`src/rtl/sr_latch_driver_if.sv`:
```
// Command and latch-side signal bundle for sr_latch_driver.
// The slave modport is the driver itself; master is whoever issues commands and models the latch.
interface sr_latch_driver_if;
  logic       cmd_valid;
  logic       cmd_ready;
  logic       cmd_val;
  logic       en;
  logic       s;
  logic       r;
  logic       q_in;
  logic       q_bar_in;
  logic       busy;
  logic       done;
  logic       err;
  logic [3:0] retry_cnt;

  modport slave (
    input  cmd_valid, cmd_val, q_in, q_bar_in,
    output cmd_ready, en, s, r, busy, done, err, retry_cnt
  );

  modport master (
    output cmd_valid, cmd_val, q_in, q_bar_in,
    input  cmd_ready, en, s, r, busy, done, err, retry_cnt
  );
endinterface

```
`src/rtl/sr_latch_driver.sv`:
```
// Drives an enable-gated SR latch with an en/s/r pulse, settles, reads back q/q_bar
// and retries on mismatch; all outputs are registered from the next-state decode.
module sr_latch_driver #(
  parameter int unsigned PULSE_CYC  = 2,
  parameter int unsigned SETTLE_CYC = 2,
  parameter int unsigned MAX_RETRY  = 3
) (
  input  logic               clk,
  input  logic               rst_n,
  sr_latch_driver_if.slave   bus
);

  localparam logic [1:0] ST_IDLE   = 2'd0;
  localparam logic [1:0] ST_DRIVE  = 2'd1;
  localparam logic [1:0] ST_SETTLE = 2'd2;
  localparam logic [1:0] ST_CHECK  = 2'd3;

  localparam logic [7:0] PULSE_LAST  = 8'(PULSE_CYC - 1);
  localparam logic [7:0] SETTLE_LAST = 8'(SETTLE_CYC - 1);
  localparam logic [3:0] RETRY_MAX   = 4'(MAX_RETRY);
  localparam bit PARAMS_OK = (PULSE_CYC >= 1) && (PULSE_CYC <= 255) &&
                             (SETTLE_CYC >= 1) && (SETTLE_CYC <= 255) &&
                             (MAX_RETRY <= 15);

  logic [1:0] state_reg, state_next;
  logic [7:0] phase_reg, phase_next;
  logic [3:0] retry_reg, retry_next;
  logic       val_reg, val_next;
  logic       done_next, err_next;
  logic       en_reg, s_reg, r_reg, busy_reg, ready_reg, done_reg, err_reg;
  logic       readback_ok;

  // 00 and 11 on q/q_bar are both illegal latch states, so only the exact pair passes.
  assign readback_ok = (bus.q_in == val_reg) && (bus.q_bar_in == ~val_reg);

  always_comb begin
    state_next = state_reg;
    phase_next = phase_reg;
    retry_next = retry_reg;
    val_next   = val_reg;
    done_next  = 1'b0;
    err_next   = 1'b0;
    case (state_reg)
      ST_IDLE: begin
        if (bus.cmd_valid) begin
          val_next   = bus.cmd_val;
          retry_next = 4'd0;
          phase_next = 8'd0;
          state_next = ST_DRIVE;
        end
      end
      ST_DRIVE: begin
        if (phase_reg == PULSE_LAST) begin
          phase_next = 8'd0;
          state_next = ST_SETTLE;
        end else begin
          phase_next = phase_reg + 8'd1;
        end
      end
      ST_SETTLE: begin
        if (phase_reg == SETTLE_LAST) begin
          phase_next = 8'd0;
          state_next = ST_CHECK;
        end else begin
          phase_next = phase_reg + 8'd1;
        end
      end
      ST_CHECK: begin
        phase_next = 8'd0;
        if (readback_ok) begin
          state_next = ST_IDLE;
          done_next  = 1'b1;
        end else if (retry_reg == RETRY_MAX) begin
          state_next = ST_IDLE;
          done_next  = 1'b1;
          err_next   = 1'b1;
        end else begin
          retry_next = retry_reg + 4'd1;
          state_next = ST_DRIVE;
        end
      end
      default: state_next = ST_IDLE;
    endcase
  end

  // Outputs are decoded from the next state so s and r can never overlap, even on transitions.
  always_ff @(posedge clk) begin
    if (!rst_n) begin
      state_reg <= ST_IDLE;
      phase_reg <= 8'd0;
      retry_reg <= 4'd0;
      val_reg   <= 1'b0;
      en_reg    <= 1'b0;
      s_reg     <= 1'b0;
      r_reg     <= 1'b0;
      busy_reg  <= 1'b0;
      ready_reg <= 1'b1;
      done_reg  <= 1'b0;
      err_reg   <= 1'b0;
    end else begin
      state_reg <= state_next;
      phase_reg <= phase_next;
      retry_reg <= retry_next;
      val_reg   <= val_next;
      en_reg    <= (state_next != ST_IDLE);
      s_reg     <= (state_next == ST_DRIVE) &&  val_next;
      r_reg     <= (state_next == ST_DRIVE) && !val_next;
      busy_reg  <= (state_next != ST_IDLE);
      ready_reg <= (state_next == ST_IDLE);
      done_reg  <= done_next;
      err_reg   <= err_next;
    end
  end

  always_ff @(posedge clk) begin
    assert (PARAMS_OK) else $error("sr_latch_driver: parameter out of legal range");
  end

  assign bus.cmd_ready = ready_reg;
  assign bus.en        = en_reg;
  assign bus.s         = s_reg;
  assign bus.r         = r_reg;
  assign bus.busy      = busy_reg;
  assign bus.done      = done_reg;
  assign bus.err       = err_reg;
  assign bus.retry_cnt = retry_reg;

endmodule

```
`src/flat_wrapper.sv`:
```
// flat-port wrapper written by rule: the top's interface ports become plain ports
module sr_latch_driver_flat 
#(
  parameter int unsigned PULSE_CYC  = 2,
  parameter int unsigned SETTLE_CYC = 2,
  parameter int unsigned MAX_RETRY  = 3
)
  (clk, rst_n, bus_cmd_valid, bus_cmd_val, bus_q_in, bus_q_bar_in, bus_cmd_ready, bus_en, bus_s, bus_r, bus_busy, bus_done, bus_err, bus_retry_cnt);
  sr_latch_driver_if bus_i ();
  input  logic clk;
  input  logic rst_n;
  input wire logic [$bits(bus_i.cmd_valid)-1:0] bus_cmd_valid;
  input wire logic [$bits(bus_i.cmd_val)-1:0] bus_cmd_val;
  input wire logic [$bits(bus_i.q_in)-1:0] bus_q_in;
  input wire logic [$bits(bus_i.q_bar_in)-1:0] bus_q_bar_in;
  output wire logic [$bits(bus_i.cmd_ready)-1:0] bus_cmd_ready;
  output wire logic [$bits(bus_i.en)-1:0] bus_en;
  output wire logic [$bits(bus_i.s)-1:0] bus_s;
  output wire logic [$bits(bus_i.r)-1:0] bus_r;
  output wire logic [$bits(bus_i.busy)-1:0] bus_busy;
  output wire logic [$bits(bus_i.done)-1:0] bus_done;
  output wire logic [$bits(bus_i.err)-1:0] bus_err;
  output wire logic [$bits(bus_i.retry_cnt)-1:0] bus_retry_cnt;
  assign bus_i.cmd_valid = bus_cmd_valid;
  assign bus_i.cmd_val = bus_cmd_val;
  assign bus_i.q_in = bus_q_in;
  assign bus_i.q_bar_in = bus_q_bar_in;
  assign bus_cmd_ready = bus_i.cmd_ready;
  assign bus_en = bus_i.en;
  assign bus_s = bus_i.s;
  assign bus_r = bus_i.r;
  assign bus_busy = bus_i.busy;
  assign bus_done = bus_i.done;
  assign bus_err = bus_i.err;
  assign bus_retry_cnt = bus_i.retry_cnt;
  sr_latch_driver #(.PULSE_CYC(PULSE_CYC), .SETTLE_CYC(SETTLE_CYC), .MAX_RETRY(MAX_RETRY)) u_core (.clk(clk), .rst_n(rst_n), .bus(bus_i));
endmodule
```
`config.mk`:
```
export PLATFORM = sky130hd
export DESIGN_NAME = sr_latch_driver_flat
export DESIGN_NICKNAME = d
export VERILOG_FILES = /design/src/rtl/sr_latch_driver_if.sv /design/src/rtl/sr_latch_driver.sv /design/src/flat_wrapper.sv
export SDC_FILE = /design/constraint.sdc
export NUM_CORES = 1
export LEC_CHECK = 0
export ABC_AREA = 0
export CORE_UTILIZATION = 40
export DETAILED_ROUTE_END_ITERATION = 16
export DONT_BUFFER_PORTS = 1
export GPL_ROUTABILITY_DRIVEN = 0
export GPL_TIMING_DRIVEN = 0
export PLACE_DENSITY = 0.53
export RECOVER_POWER = 50
export SLEW_MARGIN = 20
export SYNTH_ARGS = -nofsm -noshare
export SYNTH_HDL_FRONTEND = slang
export SYNTH_SLANG_ARGS = --single-unit
```
`constraint.sdc`:
```
create_clock -name clk -period 3.8 [get_ports clk]
set_input_delay 0.57 -clock clk [delete_from_list [all_inputs] [get_ports clk]]
set_output_delay 0.57 -clock clk [all_outputs]
set_load 0.02 [all_outputs]
```
-- After elaboration in Yosys (flattened, before gate mapping)
Index checks and enable logic that the tools add are counted.
- bitwise logic cells: 3
- equality and inequality tests: 11
- reductions and logical operators: 12
- $add $sub $neg: 2
- multiplexer cells: 17
- operators with widths (kind ; count):
    one-hot mux 8 bit (3 select lines) ; 1
    2-to-1 mux 8 bit ; 2
    2-to-1 mux 4 bit ; 3
    adder 8 x 1 -> 8 bit (second input constant) ; 1
    == test 8 x 1 -> 1 bit (second input constant) ; 1
    2-to-1 mux 2 bit ; 4
    one-hot mux 2 bit (4 select lines) ; 1
    one-hot mux 4 bit (2 select lines) ; 1
    inequality test 2 bit (second input constant) ; 3
    2-to-1 mux 1 bit ; 5
    adder 4 x 1 -> 4 bit (second input constant) ; 1
    == test 2 x 1 -> 1 bit (second input constant) ; 2
    == test 2 bit (second input constant) ; 2
    == test 4 x 2 -> 1 bit (second input constant) ; 1
    logical NOT 2 bit ; 2
    AND reduction 4 bit ; 1
    nonzero test 2 bit ; 2
    logical AND 1 bit ; 3
    NOT 1 bit ; 3
    OR reduction 3 bit ; 1
    == test 1 bit ; 2
    AND reduction 2 bit ; 1
    OR reduction 2 bit ; 1
    logical NOT 1 bit ; 1
- register bits after elaboration: 21
- output and inout port bits: 11
- input port bits: 6
- word-level logic and storage cells: 55

-- Logic depth before layout (Yosys ltp)
Gate-level depths: netlist (run 1).
- depth in word-level cells: 7
- mapped depth: 8
- mapped depth without buffers: 6

-- Worst setup path after synthesis (run 1)
No wires, ideal clock.
- path kind: flip-flop to flip-flop
- start point: register u_core.state_reg[0]
- end point: register u_core.phase_reg[7]
- data required time: 3.729 ns
- clock period less this slack: 2.054 ns
- setup slack: 1.746 ns
- arrival time: 1.983 ns
- library setup time: 0.071 ns
- cell stages (with the launch flop): 9
- buffers on the path: 2
- path through: dfxtp_1 inv_1 ha_1 buf_6 nor2b_4 buf_6 or3_4 or4_1 a21oi_1
- longest elaborated chain between the ends: 3
- elaborated cells between the ends (all ways): 7
- classes of those cells: 4 x eq/ne; 1 x mux; 2 x reduce/logical
- RTL lines (item ; line ; text):
    start, declared ; sr_latch_driver.sv:25 ; logic [1:0] state_reg, state_next;
    start signal, assigned ; sr_latch_driver.sv:101 ; state_reg <= state_next;
    == test 2 x 1 -> 1 bit or == test 2 bit (tied branches) ; sr_latch_driver.sv:43 ; case (state_reg)
    OR reduction 2 bit (no source line) ; -- ;
    one-hot mux 8 bit (3 select lines) ; sr_latch_driver.sv:43 ;
    end signal, assigned ; sr_latch_driver.sv:102 ; phase_reg <= phase_next;
    end, declared ; sr_latch_driver.sv:26 ; logic [7:0] phase_reg, phase_next;
Parallel ways exist; a longest one is shown, timed or not.
A chain may end at the register's enable or synchronous reset.

-- Final worst setup path (run 1)
Same ends and word-level chain as after synthesis.

==> impl_results.md, run 1 <==
- Fin. Hold Viols: 0
- Critical path buffer and inverter count: 3
- Max-slew violation count: 0
- Async S/R FF share, synth: 0
- Multi-input gate area: 601 um^2
- Fin crit share: 0.637
- CP startpoint kind: flop
- Peak VDD IR: 0.369 mV
- Core area: 0.00252 mm^2
- Post-CTS sizing: 0
- Top cells by area, synth: dfxtp_1, ha_1, nor2_1
- Die width: 54.3 um
- Clk buf depth: 2
- Class of the most critical setup path: flop to flop
- Clock buffer count from CTS: 3
- Hold_buf cts: 0
- Layout cells sized above 1: 0.0709
- Clock root buffer master: clkbuf_4
- Seq/Total Area, Yosys: 0.384
- Drt pass-1 iters: 4
- Worst Path Max Fanout: 9
- # setup viols final: 0
- Worst Setup End Kind: flop
- RSZ-0062 raised after global routing: false
- Most common cell on crit path: clkbuf_1
- Crit-path max cell delay: 0.50 ns
- Synth warn: 0
- Max H-tree Level: 1
- Maxcap violations: 0
- N_diodes: 0
- Die Y: 54.3 um
- Synth unique cells: 40
- Nets: 141
- # Post-CTS Setup Buffers: 0
- Share of the synthesized area in the top cell type: 0.384
- Worst path cell trace: inv_1, ha_1, clkbuf_1, nor2b_1, clkbuf_1, or3_4, or4_1, a21oi_1
- Number of global-route vias before repair: 785
- Leakage: 0.427 nW
- Clk sinks: 21
- Antenna Nets Post-Route: 0
- CTS clk-pin slew, worst paths: 0.12 ns
- Slew margin rel.: 0.625
- Synthesized area: 0.00110 mm^2
- Post-detail-place hpwl: 1.60 mm
- GR Overflow Total: 0
- Global Route Usage Sum: 0.166
- WL/cell: 13.4 um
- Area occupied by registers: 420 um^2
- Yosys reg bits: 21
- # rows: 18
- Most frequent cell after synthesis: dfxtp_1
- Vias/cell: 5.62
- Worst Hold Class: primary input to flop
- Iteration-0 DRC Markers: 11
- Setup_tns: 0 ns
- Fillers: 269
- Post-synth top cells: dfxtp_1, nor2_1, nand2_1
- Post-synth EDFFs: 0
- P&R area growth vs syn: 3.42%
- Starting Density: 0.435
- Delay-heaviest family, CP: simple AND/OR/NAND/NOR gates
- Hold_ws: 0.446 ns
- Global-route wire length before repair: 3.44 mm
- Max Fclk: 0.413 GHz
- Number of flip-flops in the largest register: 8
- Clock Skew: 0.00807 ns
- Pre-CTS setup slack: 1.60 ns
- CTS tree: yes
- Worst Path Arrival: 2.67 ns
- Final worst path period need: 2.42 ns
- Setup WS post-layout: 1.38 ns
- Post-Syn Instances: 123
- Syn Area/Cell: 8.91 um^2
- Post-route DRC violation count: 0
- Num ports: 17
- Routed Wire Length: 2.11 mm
- Post-synthesis net count: 136
- Pwr/cell area: 623 mW/mm^2
- Worst skew pair latency: 0.31 ns
- Die area: 0.00295 mm^2
- Slowest CP cell: or4_1
- Main synth FF type: dfxtp_1
- Via count: 882
- Antenna violations before repair: 0
- Worst Tran Pin Value: 0.561 ns
- Largest net degree at the start of global routing: 12
- CP required: 4.05 ns
- Status: finished, final reports clean
- Synth area leader: dfxtp_1
- Count of buffers from port buffering: 0
placed cells by master, fill, tap and decap left out, types with 2 or more instances in the layout:
master / Yosys / layout
and3_1: 2 / 2
nand2_1: 10 / 10
clkbuf_4: 0 / 3
clkbuf_1: 2 / 6
nor4_1: 4 / 4
mux2i_1: 2 / 2
xor2_1: 3 / 3
nor3_1: 2 / 2
or3_1: 3 / 3
inv_1: 8 / 8
a21oi_1: 7 / 7
nand4_1: 3 / 3
a31oi_1: 2 / 2
or3b_2: 2 / 2
ha_1: 7 / 7
dfxtp_1: 21 / 21
and2_1: 2 / 2
o21ai_0: 6 / 6
nor2_1: 14 / 14
routing by layer:
| metal | up-vias | share of wire | track usage |
|---|---|---|---|
| met3 | 4 | 0.047 | 0.0472 |
| met5 | - | 0 | 0 |
| li1 | 448 | - | - |
| met4 | 0 | 0.010 | 0.0812 |
| met2 | 16 | 0.44 | 0.252 |
| met1 | 414 | 0.51 | 0.213 |
metrics by stage:
stage / cells / cell area (um^2) / utilization / power, mW
global route: 157 / 1130 / 0.449 / 0.762
CTS: 157 / 1160 / 0.460 / 0.745
detailed placement: 153 / 1130 / 0.449 / 0.635
floorplan: 123 / 1100 / - / 0.577
finish: 157 / 1130 / 0.449 / 0.706
global placement: 153 / 1130 / 0.449 / 0.632
layout make-up:
type / count / share of cell area
multi-input cells: 89 / 0.530
inverters: 8 / 0.0265
flip-flops and latches: 21 / 0.371
well taps: 30 / 0.0331
clock buffers: 4 / 0.0232
plain buffers: 5 / 0.0166
cell families (layout without fill, tap and decap cells):
| logic type | after synthesis | after routing | share of synthesized area |
|---|---|---|---|
| fa+ha+maj | 7 | 7 | 0.0799 |
| buf+inv | 13 | 17 | 0.0616 |
| flops | 21 | 21 | 0.384 |
| simple gates | 48 | 48 | 0.243 |
| xor+xnor | 4 | 4 | 0.0320 |
| mux | 3 | 3 | 0.0285 |
| compound gates | 27 | 27 | 0.171 |
report_power, final:
part	switching (mW)	total (mW)	internal, mW
sequential	0.0497	0.306	0.257
combinational	0.177	0.290	0.114
clock	0.0689	0.110	0.0409
total	0.295	0.706	0.411
path summary, 6_finish.rpt:
| kind | startpoint | endpoint | slack (ns) | depth (start not counted) |
|---|---|---|---|---|
| max | u_core.state_reg[0] | u_core.phase_reg[7] | 1.38 | 8 |
| min | bus_cmd_valid | u_core.bus.retry_cnt[1] | 0.45 | 2 |
| max reg2reg | u_core.state_reg[0] | u_core.phase_reg[7] | 1.38 | 8 |
| min reg2reg | u_core.phase_reg[7] | u_core.phase_reg[7] | 0.51 | 2 |
(Power assumes the default switching activity.)
==> run 2, diff against run 1 <==
Settings changed: PLACE_DENSITY 0.53 to 0.55.
Clock period 3.8 ns to 2.15 ns, I/O delays scaled along.
==> run 2 against run 1 <==
  * Clock skew fell by 0.0069 ns
  * Worst setup slack got worse by 1.3 ns
  * Utilization rose by 3.5 points
  * Fmax rose by 17%
  * Final cell count rose by 1.9%
  * Largest power group is now combinational cells
  * Clock power rose by 74%
  * Flip-flop and latch count did not move
  * Register-to-register slack got worse by 1.3 ns
  * Clock-buffer cell count did not move
==> impl_results.md, run 2 (synthesized netlist as in run 1, its figures left out) <==
- Status: finished, final reports clean (unchanged)
- Critical path buffer and inverter count: 3 (unchanged)
- Count of buffers from port buffering: 0 (unchanged)
- Worst Path Arrival: 2.32 ns (was 2.67 ns)
- Clock root buffer master: clkbuf_4 (unchanged)
- P&R area growth vs syn: 11.5% (was 3.42%)
- Number of flip-flops in the largest register: 8 (unchanged)
- Worst path cell trace: inv_1, ha_2, buf_6, nor2b_4, buf_6, or3_4, or4_4, a21oi_2 (was inv_1, ha_1, clkbuf_1, nor2b_1, clkbuf_1, or3_4, or4_1, a21oi_1)
- Largest net degree at the start of global routing: 12 (unchanged)
- GR Overflow Total: 0 (unchanged)
- Slew margin rel.: 0.589 (was 0.625)
- Delay-heaviest family, CP: simple AND/OR/NAND/NOR gates (unchanged)
- Antenna Nets Post-Route: 0 (unchanged)
- R2r worst-path depth: 8 (unchanged)
- Post-detail-place hpwl: 1.57 mm (was 1.60 mm)
- Slowest CP cell: or4_4 (was or4_1)
- Routed Wire Length: 2.15 mm (was 2.11 mm)
- Max-slew violation count: 0 (unchanged)
- Post-DP Area: 0.00113 mm^2 (unchanged)
- Crit-path max cell delay: 0.52 ns (was 0.50 ns)
- Die width: 54.3 um (unchanged)
- Via count: 865 (was 882)
- Fin crit share: 0.965 (was 0.637)
- Global-route wire length before repair: 3.58 mm (was 3.44 mm)
- Max H-tree Level: 1 (unchanged)
- Fin. Hold Viols: 0 (unchanged)
- Worst skew pair latency: 0.30 ns (was 0.31 ns)
- Number of global-route vias before repair: 828 (was 785)
- Inst Count DP: 153 (unchanged)
- CP required: 2.40 ns (was 4.05 ns)
- Worst Setup End Kind: flop (unchanged)
- Most common cell on crit path: buf_6 (was clkbuf_1)
- Layout cells sized above 1: 0.200 (was 0.0709)
- Final non-filler cell total: 160 (was 157)
- Global Route Usage Sum: 0.171 (was 0.166)
- # setup viols final: 0 (unchanged)
- Iteration-0 DRC Markers: 2 (was 11)
- # rows: 18 (unchanged)
- Post-route DRC violation count: 0 (unchanged)
- Num ports: 17 (unchanged)
- CP startpoint kind: flop (unchanged)
- Max Fclk: 0.482 GHz (was 0.413 GHz)
- RSZ-0062 raised after global routing: false (unchanged)
- Nets: 144 (was 141)
- WP depth: 8 (unchanged)
- Class of the most critical setup path: flop to flop (unchanged)
- Starting Density: 0.435 (unchanged)
- Commonest non-fill, non-tap cell in the layout: dfxtp_1 (unchanged)
- Clk buf depth: 2 (unchanged)
- Worst Tran Pin Value: 0.610 ns (was 0.561 ns)
- CTS tree: yes (unchanged)
- Die Y: 54.3 um (unchanged)
- Post-route cell area: 0.00122 mm^2 (was 0.00113 mm^2)
- Drt pass-1 iters: 2 (was 4)
- Setup_tns: 0 ns (unchanged)
- Leakage: 0.468 nW (was 0.427 nW)
- Clock Skew: 0.00120 ns (was 0.00807 ns)
- Hold_buf cts: 0 (unchanged)
- Worst Path Max Fanout: 9 (unchanged)
- Antenna violations before repair: 0 (unchanged)
- Most frequent cells in the layout: dfxtp_1, nor2_1, nand2_1, inv_1 (unchanged)
- N_diodes: 0 (unchanged)
- Clock buffer count from CTS: 3 (unchanged)
- Peak VDD IR: 0.842 mV (was 0.369 mV)
- WL/cell: 13.4 um (about the same)
- Final worst path period need: 2.07 ns (was 2.42 ns)
- Worst Hold Class: primary input to flop (unchanged)
- Hold Crit Depth: 2 (unchanged)
- Die area: 0.00295 mm^2 (unchanged)
- Maxcap violations: 0 (unchanged)
- CTS clk-pin slew, worst paths: 0.12 ns (about the same)
- Pwr/cell area: 1160 mW/mm^2 (was 623 mW/mm^2)
- Clk sinks: 21 (unchanged)
- Vias/cell: 5.41 (was 5.62)
- Hold_ws: 0.182 ns (was 0.446 ns)
- Core area: 0.00252 mm^2 (unchanged)
[run 2: path summary, 6_finish.rpt]
check        slack (ns)           startpoint                       to
min                0.18        bus_cmd_valid  u_core.bus.retry_cnt[1]
min reg2reg        0.51  u_core.phase_reg[7]      u_core.phase_reg[7]
max                0.08  u_core.state_reg[0]      u_core.phase_reg[7]
max reg2reg        0.08  u_core.state_reg[0]      u_core.phase_reg[7]
[run 2: per-layer routing]
layer | vias up | wire (um) | part of all wire | track usage
met5 | - | 0 | 0 | 0
met3 | 2 | 57 | 0.027 | 0.0361
met1 | 407 | 1020 | 0.47 | 0.211
met2 | 11 | 1060 | 0.49 | 0.291
li1 | 445 | - | - | -
met4 | 0 | 15 | 0.0070 | 0.0641
[run 2: layout make-up]
| type | instances | area, um^2 |
|---|---|---|
| flip-flops and latches | 21 | 433 |
| repair buffers | 4 | 30.0 |
| inverters | 8 | 30.0 |
| fillers | 263 | 1300 |
| plain buffers | 4 | 30.0 |
| multi-input cells | 89 | 636 |
| well taps | 30 | 37.5 |
| clock buffers | 4 | 26.3 |
[run 2: metrics by stage]
stage	power, mW	worst slack (ns)	util
4_1_cts	1.32	0.0192	0.462
2_1_floorplan	1.02	0.0958	-
3_5_place_dp	1.13	-0.0661	0.449
6_report	1.42	0.0754	0.485
5_1_grt	1.53	0.0166	0.485
3_3_place_gp	1.12	-0.0252	0.449
[run 2: power breakdown]
group | leakage (nW) | total (mW) | internal [mW] | switching (mW)
clock network | 0.0150 | 0.191 | 0.0723 | 0.118
logic | 0.280 | 0.680 | 0.314 | 0.366
registers | 0.173 | 0.545 | 0.459 | 0.0857
total | 0.468 | 1.42 | 0.845 | 0.571
[run 2: what timing repair did]
action / CTS / global route
setup buffers: 0 / 4
endpoints found under the hold margin: 0 / 0
pin swaps: 0 / 1
setup endpoints to repair: 6 / 6
resized for setup: 4 / 9
==> run 3, diff against run 2 <==
Settings changed: CELL_PAD_IN_SITES_DETAIL_PLACEMENT set to 1, CELL_PAD_IN_SITES_GLOBAL_PLACEMENT set to 2, CORE_UTILIZATION 40 to 37, PLACE_DENSITY 0.55 to 0.75.
Clock period 2.15 ns to 2.2 ns, I/O delays scaled along.
==> run 3 against run 2 <==
  * Total power shrank 6.4%
  * Clock power grew 4%
  * Cell area shrank 2.7%
  * Highest routed layer unchanged
==> impl_results.md, run 3 (synthesized netlist as in run 1, its figures left out) <==
- Status: finished, final reports clean (unchanged)
- Number of flip-flops in the largest register: 8 (unchanged)
- Drt pass-1 iters: 3 (was 2)
- Max Fclk: 0.480 GHz (was 0.482 GHz)
- Worst Setup End Kind: flop (unchanged)
- Die width: 56.4 um (was 54.3 um)
- Clock root buffer master: clkbuf_4 (unchanged)
- Pwr/cell area: 1110 mW/mm^2 (was 1160 mW/mm^2)
- WL/cell: 15.5 um (was 13.4 um)
- Clock Skew: 0.0102 ns (was 0.00120 ns)
- Leakage: 0.453 nW (was 0.468 nW)
- CTS clk-pin slew, worst paths: 0.13 ns (was 0.12 ns)
- Clk sinks: 21 (unchanged)
- CP startpoint kind: flop (unchanged)
- Max H-tree Level: 1 (unchanged)
- Num ports: 17 (unchanged)
- Number of global-route vias before repair: 951 (was 828)
- Iteration-0 DRC Markers: 9 (was 2)
- Worst Hold Class: primary input to flop (unchanged)
- Hold_buf cts: 0 (unchanged)
- Nets: 142 (was 144)
- Commonest non-fill, non-tap cell in the layout: dfxtp_1 (unchanged)
- Setup_tns: 0 ns (unchanged)
- Worst Tran Pin Value: 0.608 ns (was 0.610 ns)
- Max-slew violation count: 0 (unchanged)
- Worst Path Arrival: 2.33 ns (was 2.32 ns)
- CTS tree: yes (unchanged)
- CP required: 2.45 ns (was 2.40 ns)
- Final Util: 0.428 (was 0.485)
- Count of buffers from port buffering: 0 (unchanged)
- Slew margin rel.: 0.593 (was 0.589)
- Via count: 900 (was 865)
- Fin. Hold Viols: 0 (unchanged)
- Post-detail-place hpwl: 1.90 mm (was 1.57 mm)
- Hold_ws: 0.169 ns (was 0.182 ns)
- Worst Path Max Fanout: 9 (unchanged)
- Fin crit share: 0.946 (was 0.965)
- Die area: 0.00318 mm^2 (was 0.00295 mm^2)
- Setup WS post-layout: 0.118 ns (was 0.0754 ns)
- Layout cells sized above 1: 0.156 (was 0.200)
- Post-route DRC violation count: 0 (unchanged)
- Maxcap violations: 0 (unchanged)
- Fillers: 337 (was 263)
- Clock buffer count from CTS: 3 (unchanged)
- Vias/cell: 5.66 (was 5.41)
- RSZ-0062 raised after global routing: false (unchanged)
- # setup viols final: 0 (unchanged)
- Core area: 0.00278 mm^2 (was 0.00252 mm^2)
- Global Route Usage Sum: 0.172 (was 0.171)
- Area occupied by registers: 435 um^2 (was 433 um^2)
- Starting Density: 0.394 (was 0.435)
- Routed Wire Length: 2.46 mm (was 2.15 mm)
- Total chip power: 1.33 mW (was 1.42 mW)
- Multi-input gate area: 611 um^2 (was 636 um^2)
- Largest net degree at the start of global routing: 14 (was 12)
- GR Overflow Total: 0 (unchanged)
- Worst skew pair latency: 0.32 ns (was 0.30 ns)
- Antenna violations before repair: 0 (unchanged)
- Clk buf depth: 2 (unchanged)
- Most frequent cells in the layout: dfxtp_1, nor2_1, nand2_1, inv_1, a21oi_1 (was dfxtp_1, nor2_1, nand2_1, inv_1)
- Global-route wire length before repair: 4.27 mm (was 3.58 mm)
- Final worst path period need: 2.08 ns (was 2.07 ns)
- Die Y: 56.4 um (was 54.3 um)
- Antenna Nets Post-Route: 0 (unchanged)
- Pre-CTS setup slack: -0.0445 ns (was -0.0661 ns)
- N_diodes: 0 (unchanged)
- P&R area growth vs syn: 8.56% (was 11.5%)
- Peak VDD IR: 0.778 mV (was 0.842 mV)
- Class of the most critical setup path: flop to flop (unchanged)
- # rows: 19 (was 18)
## run 3: area by class of cell
type | instances | area share
plain buffers | 4 | 0.0252
clock buffers | 3 | 0.0189
repair buffers | 2 | 0.0126
clock inverters | 1 | 0.00631
well taps | 31 | 0.0326
multi-input cells | 89 | 0.513
flip-flops and latches | 21 | 0.366
inverters | 8 | 0.0252
## run 3: worst paths after layout
check                           start                      end  slack (ns)  cells past startpoint
setup / recovery  u_core.state_reg[0]      u_core.phase_reg[7]        0.12                      8
hold / removal          bus_cmd_valid  u_core.bus.retry_cnt[1]        0.17                      2
setup reg to reg  u_core.state_reg[0]      u_core.phase_reg[7]        0.12                      8
hold reg to reg   u_core.phase_reg[7]      u_core.phase_reg[7]        0.51                      2
## run 3: per-layer routing
layer  global-route usage  vias up  wire, um
li1                     -      448         -
met1                0.198      433      1080
met2                0.308       13      1250
met3               0.0507        6        82
met4               0.0453        0        47
met5                    0        -         0
## run 3: critical path: stages (launching register included)
cell	delay, ns
dfxtp_4	0.38
inv_1	0.06
ha_2	0.18
buf_6	0.13
nor2b_4	0.12
buf_6	0.13
or3_4	0.38
or4_1	0.50
a21oi_1	0.13
## run 3: timing repair
action | in CTS | in global routing
endpoints found under the setup margin | 6 | 6
buffers inserted | 0 | 2
resized for setup | 4 | 5
pin swaps | 0 | 2
hold endpoints to repair | 0 | 0
## run 3: stage by stage
stage	instance area (um^2)	std cells
6_report	1190	159
4_1_cts	1170	158
3_3_place_gp	1130	154
5_1_grt	1190	159
3_5_place_dp	1130	154
2_1_floorplan	1100	123
## run 3: report_power, final
group	total (mW)	switching [mW]	internal (mW)	leakage, nW
combinational	0.595	0.336	0.259	0.265
sequential	0.532	0.0808	0.451	0.174
clock	0.198	0.128	0.0695	0.0139
